**config.mk**
```make
export PLATFORM = sky130hd
export DESIGN_NAME = uart_rx_fifo
export DESIGN_NICKNAME = d
export VERILOG_FILES = /design/src/rtl/uart_pkg.sv /design/src/rtl/uart_fifo_mem.sv /design/src/rtl/uart_rx_fifo.sv
export SDC_FILE = /design/constraint.sdc
export NUM_CORES = 1
export LEC_CHECK = 0
export CAP_MARGIN = 10
export CORE_AREA = 2 2 127 129
export DETAILED_ROUTE_END_ITERATION = 16
export DIE_AREA = 0 0 129 131
export MAX_ROUTING_LAYER = met4
export RECOVER_POWER = 100
export SKIP_CTS_REPAIR_TIMING = 1
export SYNTH_ARGS = -nofsm -noshare
export SYNTH_HDL_FRONTEND = slang
export SYNTH_SLANG_ARGS = --single-unit
```
**constraint.sdc**
```tcl
create_clock -name clk -period 3.8 [get_ports clk]
set_input_delay 0.76 -clock clk [delete_from_list [all_inputs] [get_ports clk]]
set_output_delay 0.76 -clock clk [all_outputs]
set_load 0.005 [all_outputs]
```
**src/rtl/uart_pkg.sv**
```systemverilog
// Shared UART definitions used by uart_core and the receive FIFO.
package uart_pkg;

    localparam int UART_DATA_W        = 8;
    localparam int UART_RX_FIFO_DEPTH = 16;
    localparam int CLOCK_FREQ         = 125_000_000;
    localparam int BAUD_RATE          = 115_200;

    typedef logic [UART_DATA_W-1:0] uart_byte_t;

    // Pointer width for a power-of-two FIFO: index bits plus one wrap bit.
    function automatic int fifo_ptr_w(input int depth);
        return $clog2(depth) + 1;
    endfunction

endpackage

```
**src/rtl/uart_fifo_mem.sv**
```systemverilog
// DEPTH x DATA_W register array: synchronous write, asynchronous read.
// Contents are deliberately not reset so the array maps onto plain flops/LUTRAM.
module uart_fifo_mem #(
    parameter int DEPTH  = 16,
    parameter int DATA_W = 8,
    parameter int AW     = $clog2(DEPTH)
) (
    input  logic              clk,
    input  logic              we,
    input  logic [AW-1:0]     waddr,
    input  logic [DATA_W-1:0] wdata,
    input  logic [AW-1:0]     raddr,
    output logic [DATA_W-1:0] rdata
);

    logic [DATA_W-1:0] mem [DEPTH];

    // Store the incoming entry on a write strobe.
    always_ff @(posedge clk) begin
        if (we) begin
            mem[waddr] <= wdata;
        end
    end

    assign rdata = mem[raddr];

endmodule

```
**src/rtl/uart_rx_fifo.sv**
```systemverilog
// Byte FIFO between the uart_core receiver and a slow consumer.
// Optional feature: define UART_RX_FIFO_WATERMARK_EN to add the WM_LEVEL
// parameter and the registered watermark output.
module uart_rx_fifo
    import uart_pkg::*;
#(
    parameter int DEPTH  = UART_RX_FIFO_DEPTH,
    parameter int DATA_W = UART_DATA_W
`ifdef UART_RX_FIFO_WATERMARK_EN
    ,
    parameter int WM_LEVEL = DEPTH / 2
`endif
) (
`ifdef UART_RX_FIFO_WATERMARK_EN
    output logic                       watermark,
`endif
    input  logic                       clk,
    input  logic                       rst,
    input  logic                       clear,
    input  logic [DATA_W-1:0]          in_data,
    input  logic                       in_valid,
    output logic                       in_ready,
    output logic [DATA_W-1:0]          out_data,
    output logic                       out_valid,
    input  logic                       out_ready,
    output logic [$clog2(DEPTH):0]     level,
    output logic                       full,
    output logic                       empty
);

    localparam int AW = $clog2(DEPTH);
    localparam int PW = fifo_ptr_w(DEPTH);

    logic [PW-1:0]     wr_ptr_q, wr_ptr_d;
    logic [PW-1:0]     rd_ptr_q, rd_ptr_d;
    logic [DATA_W-1:0] last_q, last_d;
    logic [DATA_W-1:0] rd_data;
    logic              push;
    logic              pop;

    uart_fifo_mem #(
        .DEPTH  (DEPTH),
        .DATA_W (DATA_W),
        .AW     (AW)
    ) u_mem (
        .clk   (clk),
        .we    (push),
        .waddr (wr_ptr_q[AW-1:0]),
        .wdata (in_data),
        .raddr (rd_ptr_q[AW-1:0]),
        .rdata (rd_data)
    );

    // Status flags derived purely from the registered pointers.
    always_comb begin
        empty     = (wr_ptr_q == rd_ptr_q);
        full      = (wr_ptr_q[AW-1:0] == rd_ptr_q[AW-1:0]) &&
                    (wr_ptr_q[AW] != rd_ptr_q[AW]);
        in_ready  = !full;
        out_valid = !empty;
        level     = wr_ptr_q - rd_ptr_q;
        if (empty) begin
            out_data = last_q;
        end else begin
            out_data = rd_data;
        end
    end

    // Handshake decode and next pointer state; clear overrides both sides.
    always_comb begin
        push     = in_valid && !full && !clear;
        pop      = out_ready && !empty && !clear;
        wr_ptr_d = wr_ptr_q;
        rd_ptr_d = rd_ptr_q;
        last_d   = last_q;
        if (clear) begin
            wr_ptr_d = '0;
            rd_ptr_d = '0;
        end else begin
            if (push) begin
                wr_ptr_d = wr_ptr_q + PW'(1);
            end else begin
                wr_ptr_d = wr_ptr_q;
            end
            if (pop) begin
                rd_ptr_d = rd_ptr_q + PW'(1);
                last_d   = rd_data;
            end else begin
                rd_ptr_d = rd_ptr_q;
                last_d   = last_q;
            end
        end
    end

`ifdef UART_RX_FIFO_WATERMARK_EN
    logic wm_q, wm_d;

    // Watermark request follows the occupancy threshold one cycle later.
    always_comb begin
        if (level >= ($clog2(DEPTH)+1)'(WM_LEVEL)) begin
            wm_d = 1'b1;
        end else begin
            wm_d = 1'b0;
        end
    end

    // Watermark register.
    always_ff @(posedge clk or posedge rst) begin
        if (rst) begin
            wm_q <= 1'b0;
        end else begin
            wm_q <= wm_d;
        end
    end

    assign watermark = wm_q;
`endif

    // Pointer and last-popped-byte registers.
    always_ff @(posedge clk or posedge rst) begin
        if (rst) begin
            wr_ptr_q <= '0;
            rd_ptr_q <= '0;
            last_q   <= '0;
        end else begin
            wr_ptr_q <= wr_ptr_d;
            rd_ptr_q <= rd_ptr_d;
            last_q   <= last_d;
        end
    end

endmodule

```
==> out/metrics.cfg, run 1 <==
[placement]
io_buffer_count = 29
postPlaceCellArea_mm2 = 0.006764
gp_congestion = 0.8059
hpwl_mm = 7.739

[routing]
ant_nets = 0
num_vias = 3164
wire_per_inst_um = 19.49
firstDrtPassIters = 4
drt_iter0_drc = 332
drc_errors = 0
wl_mm = 12.18
vias_per_cell = 5.062

[cells_and_area]
stdcell_area_mm2 = 0.007248
fill_cells = 1363
regArea_mm2 = 0.004294
final_cell_mix = edfxtp_1, nor2_1, dlygate4sd3_1, clkbuf_1, dfrtp_1
diodes = 0
nNetsFinal = 419
multiInputGateArea_mm2 = 0.001705
final_common_cell = edfxtp_1
final_layout_size_suffix_gt1_share_pct = 14.67
area_growth_pct = 18.06

[logic_synthesis]
avgSynthCellArea_um2 = 18.00
yosysSeqAreaShare_pct = 69.94
ys_warn_count = 0
syn_inst = 341
syn-cell-area_mm2 = 0.006140
synth_top_area_cell = edfxtp_1
syn_nets = 364
ys_types = 34
synth_top_cell_area_share_pct = 62.60
ys_ff_latch = 146
ys_top_cells_by_area = edfxtp_1, dfrtp_1, mux4_1

[cts]
cts-root-buf = clkbuf_16
cts_sinks = 146
clk_pin_slew_ns = 0.06
cts_tree = built
cts_buffers = 17
clock_latency_ns = 0.42
cts_max_path_buffers = 2
ctsHtreeMaxLevel = 4

[sta]
setup-tns-final_ns = 0
fmax_mhz = 277.6
worstMarginPinSlew_ns = 1.346
finalHoldViolCount = 0
period_share_pct = 94.81
slew_headroom_pct = 9.305
period_needed_ns = 3.603
setup_viol = 0
rsz0062_at_grt = no
finClkSkew_ns = 0.008528
slew_viol_final = 0

[grt]
globalRouteTotalUtil_pct = 16.63
grt_pass1_vias = 3262
grt_overflow = 0
grt_pass1_wl_mm = 19.13
antenna_found_initial = 0
grt_max_degree = 35

[hold_path]
min-delay-start = last_q[7]
hold_path.class = flop to flop

[power_and_ir_drop]
sw_frac_of_total_pct = 24.41
p_total_mw = 4.001
powerDensity_mw_per_mm2 = 551.9
seqPwrFrac_pct = 45.9
p_leak_nw = 2.462
p_sw_uw = 976.4
p_clk_share_pct = 38.6
p_comb_share_pct = 15.5
p_int_mw = 3.024
ir_drop_mv = 0.3656

[worst_setup_path]
slowest_delay_ns = 0.61
slowest_stage = mux4_1
crit_fanout = 19
critPathArrivalTime_ns = 2.84
worstSetupEndpointType = output port
r2r-start = rd_ptr_q[1]
worstPathCellList = buf_4 -> mux4_1 -> mux2i_1 -> mux2_2 -> a21oi_1 -> dlygate4sd3_1
cp-start-kind = flop
critical_path_required_ns = 3.04
critical_path_class = flop to output port
crit_path_start = rd_ptr_q[1]

[job]
cap_violations = 0

[die]
die_h_um = 131
die_w_um = 129
start_util_pct = 39.36
coreArea_mm2 = 0.01560
rows = 46
ios = 30
die_area_mm2 = 0.01690

[outcome]
status = finished clean

-- power groups by stage --
| stage | combinational [mW] | sequential [mW] | clock, mW |
|---|---|---|---|
| after floorplan | 0.380 | 1.86 | 0 |
| after global placement | 0.644 | 1.87 | 0 |
| after detailed placement | 0.655 | 1.87 | 0 |
| after CTS | 0.658 | 1.84 | 1.57 |
| after global routing | 0.698 | 1.84 | 1.64 |
| final | 0.620 | 1.84 | 1.54 |
-- registers in the layout, indices dropped and copies added, names as in the netlist --
signal and count:
wr_ptr_q 5, u_mem.mem 128, rd_ptr_q 5, last_q 8
-- critical path, delay by kind of cell, from the launching register on --
| family | cells | cell delay [ns] |
|---|---|---|
| DFF | 1 | 0.36 |
| buffers and inverters | 2 | 0.91 |
| muxes | 3 | 1.08 |
| AOI/OAI and AO/OA | 1 | 0.07 |
-- per-stage QoR --
| stage | hold slack [ns] | worst slack, ns | instances | utilization, % |
|---|---|---|---|---|
| finish | 0.4832 | 0.1972 | 625 | 46.47 |
| global route | 0.5041 | 0.05938 | 625 | 46.47 |
| CTS | 0.4872 | 0.2472 | 625 | 46.86 |
| detailed placement | 0.4722 | 0.7084 | 593 | 43.37 |
| global placement | 0.4616 | 0.7329 | 593 | 43.37 |
| floorplan | 0.4497 | 0.9762 | 341 | - |
-- worst paths after layout --
kind                                   endpoint  slack (ns)  cells past startpoint
worst max-delay path                out_data[3]        0.20                      6
worst min-delay path                  last_q[7]        0.48                      2
worst max register to register  u_mem.mem[0][2]        0.86                      7
worst min register to register        last_q[7]        0.48                      2
max in group asynchronous             last_q[2]        2.42                      2
min in group asynchronous           rd_ptr_q[4]        0.90                      2
-- area by class of cell --
cell class,instances,area share (%)
clock inverters,13,1.554
clock buffers,19,5.973
well taps,216,3.729
multi-input cells,169,23.53
repair buffers,51,5.403
inverters,11,0.5697
flip-flops and latches,146,59.24
-- metal layers --
| layer | wire, um | vias up | global-route usage (%) | share of wire, % |
|---|---|---|---|---|
| met5 | 0 | - | - | 0 |
| li1 | - | 1455 | - | - |
| met3 | 564 | 17 | 3.950 | 4.6 |
| met2 | 6006 | 62 | 26.08 | 49 |
| met4 | 190 | 0 | 6.714 | 1.6 |
| met1 | 5418 | 1630 | 21.09 | 44 |
-- kinds of logic after synthesis --
family                   after synthesis  share of synthesized area, %
buffers and inverters                 26                         2.323
AO/OA/AOI/OAI                         34                         3.016
AND/OR/NAND/NOR                       58                         4.055
XOR/XNOR                              10                         1.549
adder cells (fa/ha/maj)               10                         2.160
multiplexers                          57                         16.96
flip-flops                           146                         69.94
-- cells in the mapped netlist --
master / n
clkbuf_1: 3
mux4_1: 16
nand3_1: 3
xor2_1: 3
nor3_1: 4
fa_1: 1
nand4_1: 1
nor2_1: 26
buf_2: 5
a211oi_1: 2
mux2i_1: 17
nand2b_1: 2
clkbuf_2: 1
buf_6: 2
nand2_1: 17
o211ai_1: 2
mux2_2: 8
xor2_2: 1
buf_8: 1
a21oi_1: 12
and4_1: 1
nor2b_1: 1
o21ai_1: 3
or3_1: 3
ha_1: 9
a21o_1: 2
mux4_2: 16
edfxtp_1: 128
inv_2: 1
o21ai_0: 13
xnor2_1: 6
inv_1: 10
buf_4: 3
dfrtp_1: 18
(Power assumes the default switching activity.)
==> run 2, diff against run 1 <==
--- a/config.mk
+++ b/config.mk
@@ -12,6 +12,7 @@
 export MAX_ROUTING_LAYER = met4
 export RECOVER_POWER = 100
 export SKIP_CTS_REPAIR_TIMING = 1
+export SKIP_LAST_GASP = 1
 export SYNTH_ARGS = -nofsm -noshare
 export SYNTH_HDL_FRONTEND = slang
 export SYNTH_SLANG_ARGS = --single-unit
==> results of run 2 <==
No change in the layout: final DEF, timing and power equal those of run 1.
==> run 3, diff against run 2 <==
--- a/config.mk
+++ b/config.mk
@@ -7,12 +7,15 @@
 export LEC_CHECK = 0
 export CAP_MARGIN = 10
 export CORE_AREA = 2 2 127 129
+export CTS_BUF_LIST = sky130_fd_sc_hd__clkbuf_16
+export CTS_CLUSTER_SIZE = 8
 export DETAILED_ROUTE_END_ITERATION = 16
 export DIE_AREA = 0 0 129 131
 export MAX_ROUTING_LAYER = met4
 export RECOVER_POWER = 100
 export SKIP_CTS_REPAIR_TIMING = 1
 export SKIP_LAST_GASP = 1
+export SLEW_MARGIN = 20
 export SYNTH_ARGS = -nofsm -noshare
 export SYNTH_HDL_FRONTEND = slang
 export SYNTH_SLANG_ARGS = --single-unit
==> run 3 against run 2 <==
  * Flip-flop and latch count did not move
  * Total power about the same
  * Global-route usage did not move
  * Critical endpoint unchanged
  * Routed wire length rose by 0.22%
==> out/metrics.cfg, run 3 (same netlist as run 1, synthesis figures left out) <==
[outcome]
status = finished clean

[die]
die_area_mm2 = 0.01690  ; unchanged
start_util_pct = 39.36  ; unchanged
die_w_um = 129  ; unchanged
die_h_um = 131  ; unchanged
coreArea_mm2 = 0.01560  ; unchanged
rows = 46  ; unchanged
ios = 30  ; unchanged

[worst_setup_path]
slowest_stage = mux4_1
critPathArrivalTime_ns = 2.85  ; about the same
slowest_delay_ns = 0.61  ; about the same
critical_path_class = flop to output port
r2r-start = rd_ptr_q[1]
cp_num_buf_inv = 2  ; unchanged
critical_path_required_ns = 3.04  ; about the same
crit_fanout = 19  ; unchanged
regToRegEndpoint = u_mem.mem[0][2]
reg2regPathDepth = 7  ; unchanged
ff2ff_setup_slack_ns = 0.84  ; -0.02 ns
worstSetupEndpointType = output port
worstPathCellList = buf_4 -> mux4_1 -> mux2i_1 -> mux2_2 -> a21oi_1 -> dlygate4sd3_1
critPathTopFamily = multiplexers
cp-start-kind = flop

[cts]
clock_latency_ns = 0.42  ; about the same
cts_sinks = 146  ; unchanged
cts_tree = built
cts_max_path_buffers = 2  ; unchanged
clk_pin_slew_ns = 0.06  ; about the same
ctsHtreeMaxLevel = 4  ; unchanged
cts_buffers = 17  ; unchanged
cts-root-buf = clkbuf_16

[routing]
wl_mm = 12.21  ; +0.22%
drc_errors = 0  ; unchanged
ant_nets = 0  ; unchanged
vias_per_cell = 5.048  ; -0.28%
wire_per_inst_um = 19.53  ; +0.22%
firstDrtPassIters = 4  ; unchanged
drt_iter0_drc = 332  ; unchanged
num_vias = 3155  ; -0.28%

[cells_and_area]
stdcell_area_mm2 = 0.007248  ; unchanged
final_layout_size_suffix_gt1_share_pct = 14.67  ; unchanged
area_growth_pct = 18.06  ; unchanged
regArea_mm2 = 0.004294  ; unchanged
top_register = u_mem.mem
nNetsFinal = 419  ; unchanged
final_common_cell = edfxtp_1
largest_reg_flops = 128  ; unchanged
top_regs = u_mem.mem (128), last_q (8)
diodes = 0  ; unchanged
fin_util_pct = 46.47  ; unchanged
multiInputGateArea_mm2 = 0.001705  ; unchanged
fill_cells = 1363  ; unchanged
final_cell_mix = edfxtp_1, nor2_1, dlygate4sd3_1, dfrtp_1

[sta]
setup_viol = 0  ; unchanged
rsz0062_at_grt = no
setup-tns-final_ns = 0  ; unchanged
finalHoldViolCount = 0  ; unchanged
slew_viol_final = 0  ; unchanged
worstMarginPinSlew_ns = 1.346  ; +0.00008515 ns
period_needed_ns = 3.607  ; +0.004019 ns
finClkSkew_ns = 0.008857  ; +0.0003291 ns
fmax_mhz = 277.2  ; -0.11%
period_share_pct = 94.92  ; +0.11 points
slew_headroom_pct = 9.300  ; about the same

[job]
cap_violations = 0  ; unchanged

[power_and_ir_drop]
p_leak_nw = 2.470  ; +0.34%
ir_drop_mv = 0.3656  ; about the same
powerDensity_mw_per_mm2 = 551.4  ; about the same

[grt]
grt_pass1_wl_mm = 19.13  ; unchanged
globalRouteTotalUtil_pct = 16.63  ; unchanged
grt_max_degree = 35  ; unchanged
grt_overflow = 0  ; unchanged
antenna_found_initial = 0  ; unchanged
grt_pass1_vias = 3262  ; unchanged

[placement]
gp_congestion = 0.8059  ; unchanged
io_buffer_count = 29  ; unchanged
hpwl_mm = 7.739  ; unchanged
postPlaceCellArea_mm2 = 0.006764  ; unchanged

[hold_path]
min-delay-start = last_q[7]
hold_depth = 2  ; unchanged
whs_endpoint = last_q[7]
hold_path.class = flop to flop

run 3: changes by cell type in the layout (fill, tap and decap cells not counted), sizes merged:
cell | previous run | this run
clkbuf | 37 | 35
inv | 13 | 15
run 3: worst max path at each step:
stage	startpoint	slack [ns]	to	cells after the start
after floorplan	rd_ptr_q[2]	0.98	out_data[0]	9
after global placement	rd_ptr_q[1]	0.73	out_data[0]	6
after detailed placement	wr_ptr_q[2]	0.71	out_data[1]	6
after CTS	rd_ptr_q[1]	0.25	out_data[2]	6
after global routing	rd_ptr_q[1]	0.06	out_data[4]	6
final	rd_ptr_q[1]	0.19	out_data[3]	6
run 3: layer usage:
layer	wire length (um)	GRT usage [%]	vias up	share of wire, %
li1	-	-	1456	-
met1	5529	21.09	1629	45
met2	6026	26.08	54	49
met3	460	3.950	16	3.8
met4	190	6.714	0	1.6
met5	0	-	-	0
run 3: through the flow:
stage / total power, mW / instances / setup slack (ns) / hold WS (ns)
2_1_floorplan: 2.242 / 341 / 0.9762 / 0.4497
3_3_place_gp: 2.510 / 593 / 0.7329 / 0.4616
3_5_place_dp: 2.527 / 593 / 0.7084 / 0.4722
4_1_cts: 4.062 / 625 / 0.2472 / 0.4872
5_1_grt: 4.181 / 625 / 0.05938 / 0.5041
6_report: 3.997 / 625 / 0.1931 / 0.4832
run 3: area by class of cell:
type | count | area share (%)
Sequential cell | 146 | 59.24
Multi-Input combinational cell | 169 | 23.53
Tap cell | 216 | 3.729
Clock inverter | 15 | 1.657
Clock buffer | 17 | 5.869
Timing Repair Buffer | 51 | 5.403
Inverter | 11 | 0.5697
run 3: worst register-to-register path, cell delays in order, from the launching register on:
cell and delay (ns):
dfrtp_1 0.38, inv_2 0.28, ha_1 0.32, and4_1 0.19, a211oi_1 0.44, nand2_1 0.20
nor3_1 0.28, clkbuf_1 0.49
run 3: report_power, final:
part	leakage (nW)	switching [mW]	internal (mW)
Sequential	1.39	0.0316	1.81
Combinational	0.797	0.301	0.319
Clock	0.283	0.645	0.894
Total	2.47	0.978	3.02
